### src/rtl/uart_mem_bridge.sv
// Byte-stream command parser bridging a UART receiver/transmitter pair to a
// dual-port memory: single/burst writes on port A, ranged reads on port B.
module uart_mem_bridge #(
  parameter int         ADDR_WIDTH     = 16,
  parameter int         DATA_BYTES     = 4,
  parameter int         TIMEOUT_CYCLES = 1000000,
  parameter logic [7:0] ACK_BYTE       = 8'hA5,
  parameter logic [7:0] NAK_BYTE       = 8'h5A
) (
  input  logic                    clk,
  input  logic                    rst,
  input  logic                    rx_valid,
  input  logic [7:0]              rx_data,
  input  logic                    tx_ready,
  output logic                    tx_valid,
  output logic [7:0]              tx_data,
  output logic [ADDR_WIDTH-1:0]   mem_wr_addr,
  output logic [DATA_BYTES-1:0]   mem_we,
  output logic [8*DATA_BYTES-1:0] mem_wr_data,
  output logic [ADDR_WIDTH-1:0]   mem_rd_addr,
  input  logic [8*DATA_BYTES-1:0] mem_rd_data,
  output logic                    busy
);

  localparam int AB    = (ADDR_WIDTH + 7) / 8;
  localparam int HDR_W = 16 * AB;
  localparam int DW    = 8 * DATA_BYTES;
  localparam int SHIFT = $clog2(DATA_BYTES);
  localparam int TW    = $clog2(TIMEOUT_CYCLES + 1);
  localparam logic [7:0] OP_WRITE = 8'h0F;
  localparam logic [7:0] OP_BURST = 8'h3C;
  localparam logic [7:0] OP_READ  = 8'hFF;
  localparam logic [ADDR_WIDTH-1:0] STEP = ADDR_WIDTH'(DATA_BYTES);

  typedef enum logic [3:0] {
    IDLE, RX_HDR, RX_DATA, WRITE, RD_CHECK, RD_ISSUE, RD_WAIT, RD_SEND, SEND_RSP
  } state_t;

  state_t                state_reg;
  logic                  is_read_reg;
  logic                  is_burst_reg;
  logic [7:0]            byte_cnt_reg;
  logic [HDR_W-1:0]      hdr_reg;
  logic [HDR_W-1:0]      hdr_next;
  logic [DW-1:0]         data_reg;
  logic [DW-1:0]         data_next;
  logic [DW-1:0]         rd_word_reg;
  logic [DATA_BYTES-1:0] strobe_reg;
  logic [7:0]            words_left_reg;
  logic [ADDR_WIDTH-1:0] word_addr_reg;
  logic [ADDR_WIDTH-1:0] rd_left_reg;
  logic [TW-1:0]         timer_reg;

  logic [ADDR_WIDTH-1:0] lo_addr;
  logic [ADDR_WIDTH-1:0] hi_addr;
  logic [ADDR_WIDTH-1:0] range_diff;
  logic [7:0]            hdr_last;
  logic                  timed_out;
  logic                  is_opcode;

  // Incoming bytes land at the slot selected by byte_cnt_reg (little-endian).
  for (genvar gi = 0; gi < 2 * AB; gi++) begin : g_hdr
    assign hdr_next[8*gi +: 8] = (byte_cnt_reg == 8'(gi)) ? rx_data : hdr_reg[8*gi +: 8];
  end
  for (genvar gi = 0; gi < DATA_BYTES; gi++) begin : g_data
    assign data_next[8*gi +: 8] = (byte_cnt_reg == 8'(gi)) ? rx_data : data_reg[8*gi +: 8];
  end

  assign lo_addr    = hdr_reg[ADDR_WIDTH-1:0];
  assign hi_addr    = hdr_reg[8*AB +: ADDR_WIDTH];
  assign range_diff = hi_addr - lo_addr;
  // Write headers end on the strobe/count byte, read headers on the last hi byte.
  assign hdr_last   = is_read_reg ? 8'(2*AB - 1) : 8'(AB);
  assign timed_out  = (timer_reg == TW'(TIMEOUT_CYCLES - 1));
  assign is_opcode  = (rx_data == OP_WRITE) || (rx_data == OP_BURST) || (rx_data == OP_READ);
  assign busy       = (state_reg != IDLE);

  always_ff @(posedge clk) begin
    if (rst) begin
      state_reg      <= IDLE;
      is_read_reg    <= 1'b0;
      is_burst_reg   <= 1'b0;
      byte_cnt_reg   <= '0;
      hdr_reg        <= '0;
      data_reg       <= '0;
      rd_word_reg    <= '0;
      strobe_reg     <= '0;
      words_left_reg <= '0;
      word_addr_reg  <= '0;
      rd_left_reg    <= '0;
      timer_reg      <= '0;
      tx_valid       <= 1'b0;
      tx_data        <= '0;
      mem_we         <= '0;
      mem_wr_addr    <= '0;
      mem_wr_data    <= '0;
      mem_rd_addr    <= '0;
    end else begin
      mem_we <= '0;
      case (state_reg)
        IDLE: begin
          timer_reg    <= '0;
          byte_cnt_reg <= '0;
          if (rx_valid && is_opcode) begin
            is_read_reg  <= (rx_data == OP_READ);
            is_burst_reg <= (rx_data == OP_BURST);
            state_reg    <= RX_HDR;
          end
        end
        RX_HDR: begin
          if (rx_valid) begin
            timer_reg <= '0;
            hdr_reg   <= hdr_next;
            if (byte_cnt_reg == hdr_last) begin
              byte_cnt_reg <= '0;
              if (is_read_reg) begin
                state_reg <= RD_CHECK;
              end else begin
                word_addr_reg  <= lo_addr;
                strobe_reg     <= rx_data[DATA_BYTES-1:0];
                words_left_reg <= is_burst_reg ? rx_data : 8'd0;
                state_reg      <= RX_DATA;
              end
            end else begin
              byte_cnt_reg <= byte_cnt_reg + 8'd1;
            end
          end else if (timed_out) begin
            state_reg <= IDLE;
          end else begin
            timer_reg <= timer_reg + 1'b1;
          end
        end
        RX_DATA: begin
          if (rx_valid) begin
            timer_reg <= '0;
            data_reg  <= data_next;
            if (byte_cnt_reg == 8'(DATA_BYTES - 1)) begin
              byte_cnt_reg <= '0;
              mem_we       <= is_burst_reg ? {DATA_BYTES{1'b1}} : strobe_reg;
              mem_wr_addr  <= word_addr_reg;
              mem_wr_data  <= data_next;
              state_reg    <= WRITE;
            end else begin
              byte_cnt_reg <= byte_cnt_reg + 8'd1;
            end
          end else if (timed_out) begin
            state_reg <= IDLE;
          end else begin
            timer_reg <= timer_reg + 1'b1;
          end
        end
        WRITE: begin
          timer_reg <= '0;
          if (words_left_reg != 8'd0) begin
            words_left_reg <= words_left_reg - 8'd1;
            word_addr_reg  <= word_addr_reg + STEP;
            state_reg      <= RX_DATA;
          end else begin
            tx_valid  <= 1'b1;
            tx_data   <= ACK_BYTE;
            state_reg <= SEND_RSP;
          end
        end
        RD_CHECK: begin
          if (hi_addr < lo_addr) begin
            tx_valid  <= 1'b1;
            tx_data   <= NAK_BYTE;
            state_reg <= SEND_RSP;
          end else begin
            // Count-based termination avoids wrap-around at the top of memory.
            rd_left_reg <= range_diff >> SHIFT;
            mem_rd_addr <= lo_addr;
            state_reg   <= RD_ISSUE;
          end
        end
        RD_ISSUE: state_reg <= RD_WAIT;
        RD_WAIT: begin
          tx_valid     <= 1'b1;
          tx_data      <= mem_rd_data[7:0];
          rd_word_reg  <= mem_rd_data >> 8;
          byte_cnt_reg <= '0;
          state_reg    <= RD_SEND;
        end
        RD_SEND: begin
          if (tx_ready) begin
            if (byte_cnt_reg == 8'(DATA_BYTES - 1)) begin
              tx_valid     <= 1'b0;
              byte_cnt_reg <= '0;
              if (rd_left_reg != '0) begin
                rd_left_reg <= rd_left_reg - 1'b1;
                mem_rd_addr <= mem_rd_addr + STEP;
                state_reg   <= RD_ISSUE;
              end else begin
                state_reg <= IDLE;
              end
            end else begin
              tx_data      <= rd_word_reg[7:0];
              rd_word_reg  <= rd_word_reg >> 8;
              byte_cnt_reg <= byte_cnt_reg + 8'd1;
            end
          end
        end
        SEND_RSP: begin
          if (tx_ready) begin
            tx_valid  <= 1'b0;
            state_reg <= IDLE;
          end
        end
        default: state_reg <= IDLE;
      endcase
    end
  end

endmodule

### config.mk
export PLATFORM = sky130hd
export DESIGN_NAME = uart_mem_bridge
export DESIGN_NICKNAME = d
export VERILOG_FILES = /design/src/rtl/uart_mem_bridge.sv
export SDC_FILE = /design/constraint.sdc
export NUM_CORES = 1
export LEC_CHECK = 0
export CORE_MARGIN = 2
export CORE_UTILIZATION = 45
export CTS_CLUSTER_DIAMETER = 50
export CTS_CLUSTER_SIZE = 16
export DETAILED_ROUTE_END_ITERATION = 8
export GPL_ROUTABILITY_DRIVEN = 0
export HOLD_SLACK_MARGIN = 0.06
export PLACE_DENSITY = 0.66
export SETUP_SLACK_MARGIN = 0.3
export SLEW_MARGIN = 15
export SYNTH_ARGS = -nofsm -noshare
export SYNTH_HDL_FRONTEND = slang
export SYNTH_SLANG_ARGS = --single-unit
### constraint.sdc
create_clock -name clk -period 6.8 [get_ports clk]
set_clock_uncertainty 0.1 [all_clocks]
set_input_delay 1.02 -clock clk [delete_from_list [all_inputs] [get_ports clk]]
set_output_delay 1.02 -clock clk [all_outputs]
set_load 0.005 [all_outputs]
-- Word level (Yosys, flattened, before mapping)
Cells that the tools add are included.
Widths: inputs -> output; s select.
- reductions and logical operators: 35
- multiplexer cells: 64
- order comparisons: 1
- bitwise logic cells: 4
- eq/ne operators: 33
- add/subtract/negate cells: 7
- operators with widths (kind ; number):
    $mux 16 ; 12
    $mux 8 ; 18
    $pmux 16 s2 ; 3
    $mux 32 ; 2
    $pmux 32 s2 ; 1
    $pmux 8 s4 ; 2
    $mux 4 ; 12
    $mux 20 ; 2
    $pmux 20 s2 ; 1
    $pmux 4 s9 ; 1
    $add 16x3->16 const B ; 2
    $ne 2x2->1 const B ; 14
    $add 20x1->20 const B ; 1
    $eq 20x20->1 const B ; 1
    $reduce_and 3->1 ; 6
    $eq 4x3->1 const B ; 4
    $eq 8x2->1 const B ; 2
    $lt 16x16->1 ; 1
    $pmux 8 s2 ; 1
    $reduce_bool 16->1 ; 1
    $sub 16x1->16 const B ; 1
    $sub 16x16->16 ; 1
    $reduce_and 5->1 ; 3
    $reduce_and 6->1 ; 2
    other kinds (27) ; 50
- input bits: 44
- word-level logic and storage cells: 165
- register bits: 251

-- Longest topological paths before layout
Gate-level depths: netlist (run 1).
- word-level depth: 6
- depth in mapped cells: 12
- mapped depth without buffers: 10

-- Worst setup path after synthesis (run 1)
No wires, ideal clock.
- kind: register -> register
- start: register byte_cnt_reg[2]
- end: register rd_left_reg[13]
- slack: 3.829 ns
- cell stages (with the launch flop): 11
- library setup time: 0.074 ns
- data arrival time: 2.797 ns
- cell sequence: dfxtp_1 or4_4 or4b_4 buf_6 o2bb2ai_2 nor3_4 and3_1 buf_4 nand2_4 or4_1 a31oi_1
- word-level cells in the longest chain between the ends: 3
- RTL lines (item ; line ; text):
    start, declared ; 42 ; logic [7:0] byte_cnt_reg;
    start signal, assigned ; 125 ; byte_cnt_reg <= byte_cnt_reg + 8'd1;
    start signal, assigned ; 144 ; byte_cnt_reg <= byte_cnt_reg + 8'd1;
    start signal, assigned ; 199 ; byte_cnt_reg <= byte_cnt_reg + 8'd1;
    $eq 8x2->1 ; 186 ; if (byte_cnt_reg == 8'(DATA_BYTES - 1)) begin
    $ne 2x2->1 (no line) ; - ;
    $reduce_and 5->1 (no line) ; - ;
    end signal, assigned ; 171 ; rd_left_reg <= range_diff >> SHIFT;
    end signal, assigned ; 190 ; rd_left_reg <= rd_left_reg - 1'b1;
    end, declared ; 51 ; logic [ADDR_WIDTH-1:0] rd_left_reg;
No other way between the ends.
A chain may end at the register's enable or synchronous reset.

-- Worst setup path after layout (run 1)
- start: register state_reg[1]
- end: register rd_left_reg[2]
- word-level cells in the longest chain between the ends: 3
- RTL lines (item ; line ; text):
    start, declared ; 39 ; state_t state_reg;
    start signal, assigned ; 80 ; state_reg <= IDLE;
    start signal, assigned ; 107 ; state_reg <= RX_HDR;
    start signal, assigned ; 117 ; state_reg <= RD_CHECK;
    $eq 4x3->1 ; 100 ; case (state_reg)
    $ne 2x2->1 (no line) / $reduce_bool 2->1 (equally long branches) ; - ;
    $reduce_and 5->1 (no line) ; - ;
Parallel ways exist; a longest one is shown, timed or not.

==> reports/summary.txt, run 1 <==
status: complete, no violations
final count of hold timing violations: 0
syn_nets: 1,572
Critical Path Source Type: flip-flop
clk_lat worst skew: 540 ps
cell area after synthesis: 11,400 um^2
total gr overflow: 0
Worst Path Required: 7140 ps
Synth top cells by count: 236 x nand2_1, 235 x dfxtp_1, 172 x nor2_1
RR Endpoint: rd_left_reg[2]
Clock Sinks: 235
final net count: 1,630
core area: 25,100 um^2
Final period util: 58.2%
GR Util All Layers: 23.5%
CP Cell Sequence: nor2_1 -> nand3_1 -> buf_4 -> o22ai_1 -> nor3_4 -> and3_1 -> and2_1 -> o21ai_1 -> a221oi_1
post-synthesis async set-or-reset flop share: 0%
critical path class: flip-flop to flip-flop
Clock Power Share: 48.7%
Fill cells: 2,471
post-synthesis sequential area ratio: 41.1%
largest net degree at the start of global routing: 134
peak supply drop: 0.154 mV
I/O Pins: 122
WHS Path Cells: 2
Root Driver: clkbuf_16
Critical Path Sink Type: flip-flop
Rel. slew slack: 24.2%
Distinct cells, synth: 63
I/O Buffers: 121
die span in x: 163 um
RSZ-0062 raised after global routing: false
Clock Path Buffers: 3
worst r2r path cells: 9
dpl hpwl: 21,000 um
syn_area_per_cell: 7.62 um^2
First-pass DRT Iterations: 7
final setup margin: 2840 ps
FMAX: 253 MHz
via count: 11,000
met2 global-route usage: 39.1%
GRT met1 Usage: 32.0%
Post-synth EDFFs: 0
post_cts resized: 0
Clock Pin Slew Worst Setup and Hold Paths: 60 ps
dpl ws: 2380 ps
Crit Path Max Fanout: 30
Hold EP: mem_wr_addr[1]
wire length of the first global-routing pass: 51,600 um
switching share of power: 26.1%
initial DRC count: 1,065
hold_buf cts: 0
Psw: 824 uW
flop2flop setup slack: 2840 ps
top-count cell post-synth: nand2_1
top-area cell type share of the netlist area: 41.1%
power share of the combinational group: 7.1%
Power per Cell Area: 229 nW/um^2
r2r startpoint: state_reg[1]
Setup violations, final: 0
dominant cells by area after synthesis: dfxtp_1 41%, nand2_1 7.7%, a21oi_1 6.6%
wire per inst: 17.0 um
fin. max-slew vios: 0
Yosys reg bits: 235
Num CTS Buffers: 28
Post-Route WL: 32,600 um
met3 Use GR: 3.73%
most used routing layer: met2
initial antenna violation count: 0
die height: 163 um
post-route ant nets: 0
Area Overhead vs Synth: 20.3%
CTS tree: built
Power Internal: 2330 uW
Starting Density: 45.6%
Cell Rows: 58
hold path start: mem_wr_addr[1]
HP Class: flip-flop to flip-flop
# Post-CTS Setup Buffers: 0
Synth Warn #: 0
Yosys top cell by area: dfxtp_1
vias in the first global route: 10,000
minimum clock period: 3960 ps
Synth Flop Type: dfxtp_1
Die ar.: 26,700 um^2
Tot Pwr: 3150 uW
sequential share of power: 44.2%
DRC: 0
final setup TNS: 0 ps
Post-Synthesis Cells: 1,503
Critical Path AT: 4290 ps
share of layout cells above drive strength 1: 5.81%
Leakage: 0.00467 uW
Worst Max-Slew Pin Slew: 1130 ps
CTS H-tree lvls: 1
slowest cell on the critical path: and2_1
drt via density: 5.75
Crit path largest cell delay: 920 ps
Max-Cap Viols: 0
## critical path: cells and delay by family (launching register included)
| kind | cells | cell delay (ps) |
|---|---|---|
| AOI/OAI and AO/OA | 3 | 660 |
| buffers and inverters | 1 | 300 |
| DFF | 1 | 880 |
| and+or+nand+nor | 5 | 1910 |
## worst max-delay path by stage
stage	to	slack, ps	startpoint	cells past startpoint
final	rd_left_reg[2]	2840	state_reg[1]	9
after global routing	rd_left_reg[2]	2520	state_reg[0]	8
after CTS	rd_left_reg[2]	2910	state_reg[1]	9
after detailed placement	rd_left_reg[2]	2380	rx_valid	9
after global placement	rd_left_reg[2]	2470	rx_valid	9
after floorplan	rd_left_reg[13]	3830	byte_cnt_reg[2]	10
## per-layer routing
metal	wire [um]	share of wire, %
met1	15000	46
met2	15000	46
met3	1970	6.1
met4	562	1.7
met5	0	0
## final cells by class
cell class                 count  area (um^2)  share of cell area (%)
tap                          330          413                    3.00
inverter                      41          154                    1.12
antenna                        1         2.50                  0.0182
multi-input combinational   1116         6180                    44.9
timing repair buffer         139         1350                    9.78
clock buffer                  31          753                    5.47
clock inverter                21          216                    1.57
sequential                   235         4700                    34.2
## kinds of logic after synthesis
family / synth area share (%)
AO/OA/AOI/OAI: 23.1
XOR/XNOR: 2.60
buffers and inverters: 5.14
AND/OR/NAND/NOR: 23.2
flip-flops: 41.1
adder cells (fa/ha/maj): 2.73
multiplexers: 2.10
## power by group through the flow
stage | Combinational (uW) | Sequential (uW) | Clock [uW]
detailed placement | 219 | 1420 | 0
CTS | 221 | 1390 | 1560
floorplan | 146 | 1410 | 0
global placement | 218 | 1420 | 0
finish | 223 | 1390 | 1540
global route | 242 | 1390 | 1620
## stage by stage
| step | hold slack (ps) | util [%] | instances | cell area (um^2) |
|---|---|---|---|---|
| 2_1_floorplan | 331 | - | 1503 | 11400 |
| 3_3_place_gp | 342 | 51.0 | 1861 | 12800 |
| 3_5_place_dp | 349 | 51.0 | 1861 | 12800 |
| 4_1_cts | 358 | 54.8 | 1913 | 13800 |
| 5_1_grt | 377 | 54.8 | 1913 | 13800 |
| 6_report | 356 | 54.8 | 1914 | 13800 |
## cells in the final DEF, fill, tap and decap left out, types with 6 or more instances in the layout
| cell type | instances |
|---|---|
| a211oi_1 | 17 |
| a21o_1 | 6 |
| a21oi_1 | 151 |
| a22oi_1 | 17 |
| a311oi_1 | 44 |
| a31oi_1 | 13 |
| and2_1 | 8 |
| and3_1 | 12 |
| buf_4 | 18 |
| clkbuf_16 | 29 |
| clkdlybuf4s50_1 | 120 |
| dfxtp_1 | 235 |
| ha_1 | 25 |
| inv_1 | 41 |
| inv_6 | 6 |
| mux2i_1 | 24 |
| nand2_1 | 236 |
| nand2b_1 | 6 |
| nand3_1 | 64 |
| nand3b_1 | 6 |
| nand4_1 | 14 |
| nor2_1 | 171 |
| nor3_1 | 19 |
| nor4_1 | 8 |
| o211ai_1 | 7 |
| o21ai_0 | 135 |
| o22ai_1 | 11 |
| o31ai_1 | 8 |
| or2_2 | 6 |
| or3_1 | 12 |
| or4_1 | 9 |
| xnor2_1 | 17 |
| xor2_1 | 17 |
No activity file was read; power rests on OpenSTA's default activity.
==> inputs of run 2 (changes only) <==
clock period = 4 ns   (was 6.8 ns; I/O delays follow)
==> run 2 against run 1 <==
  * Sequential power up 70%
  * Sequential cell count did not move
  * First-iteration DRC count fell by 0.19%
  * Non-clock buffer count increased by 19
  * Design area grew 0.66%
  * Clock-buffer cell count fell by 2
  * Sequential share of layout area decreased by 0.22 points
  * Global-route usage increased by 0.68 points
  * Fmax is 20% higher
  * Highest routed layer unchanged
  * Worst setup slack worse by 2100 ps
  * Cell count up 0.78%
==> reports/summary.txt, run 2 (synthesized netlist as in run 1, its figures left out) <==
Power per Cell Area: 380 nW/um^2 (+66%)
RR Endpoint: rd_left_reg[2]
die span in x: 163 um (unchanged)
Max-Cap Viols: 0 (unchanged)
worst r2r path cells: 8 (-1)
final setup TNS: 0 ps (unchanged)
dpl ws: 325 ps (-2050 ps)
Clock Sinks: 235 (unchanged)
Critical Path Sink Type: flip-flop
initial antenna violation count: 0 (unchanged)
drt via density: 5.75 (-0.16%)
post-route ant nets: 0 (unchanged)
CTS tree: built
peak supply drop: 0.312 mV (+100%)
Critical Path Source Type: flip-flop
First-pass DRT Iterations: 5 (-2)
I/O Buffers: 121 (unchanged)
Setup violations, final: 0 (unchanged)
GR Util All Layers: 24.2% (+0.68 points)
hold_buf cts: 0 (unchanged)
Fill cells: 2,447 (-0.97%)
FMAX: 303 MHz (+20%)
total gr overflow: 0 (unchanged)
Rel. slew slack: 44.6% (+20 points)
wire length of the first global-routing pass: 53,000 um (+2.8%)
dpl hpwl: 21,800 um (+3.9%)
# Post-CTS Setup Buffers: 0 (unchanged)
Cell Rows: 58 (unchanged)
via count: 11,100 (+0.63%)
core area: 25,100 um^2 (unchanged)
Area Overhead vs Synth: 21.1%
status: complete, no violations
DRC: 0 (unchanged)
most frequent cells in the layout: 236 x nand2_1, 235 x dfxtp_1, 171 x nor2_1
Post-Route WL: 32,600 um (+0.11%)
Inserted Diodes: 0 (-1)
r2r startpoint: byte_cnt_reg[2]
Clock Pin Slew Worst Setup and Hold Paths: 70 ps (about the same)
minimum clock period: 3300 ps (-658 ps)
critical path class: flip-flop to flip-flop
fin. max-slew vios: 0 (unchanged)
initial DRC count: 1,063 (-0.19%)
share of layout cells above drive strength 1: 6.69% (+0.88 points)
hold path start: mem_wr_data[25]
Root Driver: clkbuf_16
Final period util: 82.4% (+24 points)
Worst Max-Slew Pin Slew: 825 ps (-309 ps)
largest net degree at the start of global routing: 73 (-46%)
Leakage: 0.00472 uW (+1.1%)
I/O Pins: 122 (unchanged)
Critical Path AT: 3630 ps (-660 ps)
final net count: 1,648 (+1.1%)
most common cell after layout, fill and taps aside: nand2_1
wire per inst: 16.9 um (-0.67%)
die height: 163 um (unchanged)
final setup margin: 702 ps (-2140 ps)
end point of the critical path: rd_left_reg[2]
Starting Density: 45.6% (unchanged)
HP Class: flip-flop to flip-flop
final count of hold timing violations: 0 (unchanged)
Die ar.: 26,700 um^2 (unchanged)
Num CTS Buffers: 27 (-3.6%)
Final Instance Count excl. Fillers: 1,929 (+0.78%)
flop2flop setup slack: 700 ps (-2140 ps)
vias in the first global route: 10,200 (+2.2%)
Cell Count Post-Placement: 1,880 (+1.0%)
RSZ-0062 raised after global routing: false
Crit Path Max Fanout: 30 (unchanged)
Worst Path Required: 4330 ps (-2810 ps)
Clock Path Buffers: 3 (unchanged)
CTS H-tree lvls: 1 (unchanged)
Worst setup startpoint: byte_cnt_reg[2]
clk_lat worst skew: 540 ps (about the same)
[run 2: worst min-delay path by stage]
stage                           end  slack [ps]  cells past startpoint
global route        mem_wr_data[26]         380                      2
CTS                 mem_wr_addr[12]         360                      2
detailed placement  mem_wr_addr[12]         350                      2
global placement     mem_wr_addr[9]         350                      2
floorplan            mem_wr_addr[0]         330                      2
finish              mem_wr_data[25]         360                      2
[run 2: cell type report]
type,instances,area [um^2],share of cell area (%)
clock buffer,29,683,4.93
timing repair buffer,158,1500,10.8
multi-input combinational,1116,6180,44.6
inverter,41,154,1.11
sequential,235,4700,33.9
tap,330,413,2.98
clock inverter,20,224,1.62
[run 2: repair_timing]
action,CTS,global route
gates resized for setup,0,1
setup endpoints to repair,0,16
hold endpoints to repair,0,0
[run 2: power breakdown]
part	internal [uW]	switching (uW)
clock	1370	1140
sequential	2350	8.37
combinational	150	258
total	3870	1400
[run 2: through the flow]
| stage | cell area (um^2) | util [%] | total power [uW] | hold slack (ps) |
|---|---|---|---|---|
| 2_1_floorplan | 11400 | - | 2650 | 331 |
| 3_3_place_gp | 13000 | 51.6 | 2810 | 347 |
| 3_5_place_dp | 13000 | 51.6 | 2810 | 348 |
| 4_1_cts | 13900 | 55.2 | 5310 | 357 |
| 5_1_grt | 13900 | 55.2 | 5450 | 382 |
| 6_report | 13900 | 55.2 | 5270 | 357 |
[run 2: layer usage]
layer	up-vias	routed length (um)	track usage (%)
li1	5467	-	-
met1	5240	14800	33.6
met2	339	15200	39.8
met3	37	2070	3.48
met4	0	532	5.50
met5	-	0	0
[run 2: worst max-delay path: stages, from the launching register on]
cell	delay (ps)
dfxtp_1	350
or4_4	540
or4b_4	590
o2bb2ai_2	170
nor3_4	270
and3_1	220
and2_2	540
o21ai_1	130
a221oi_1	290
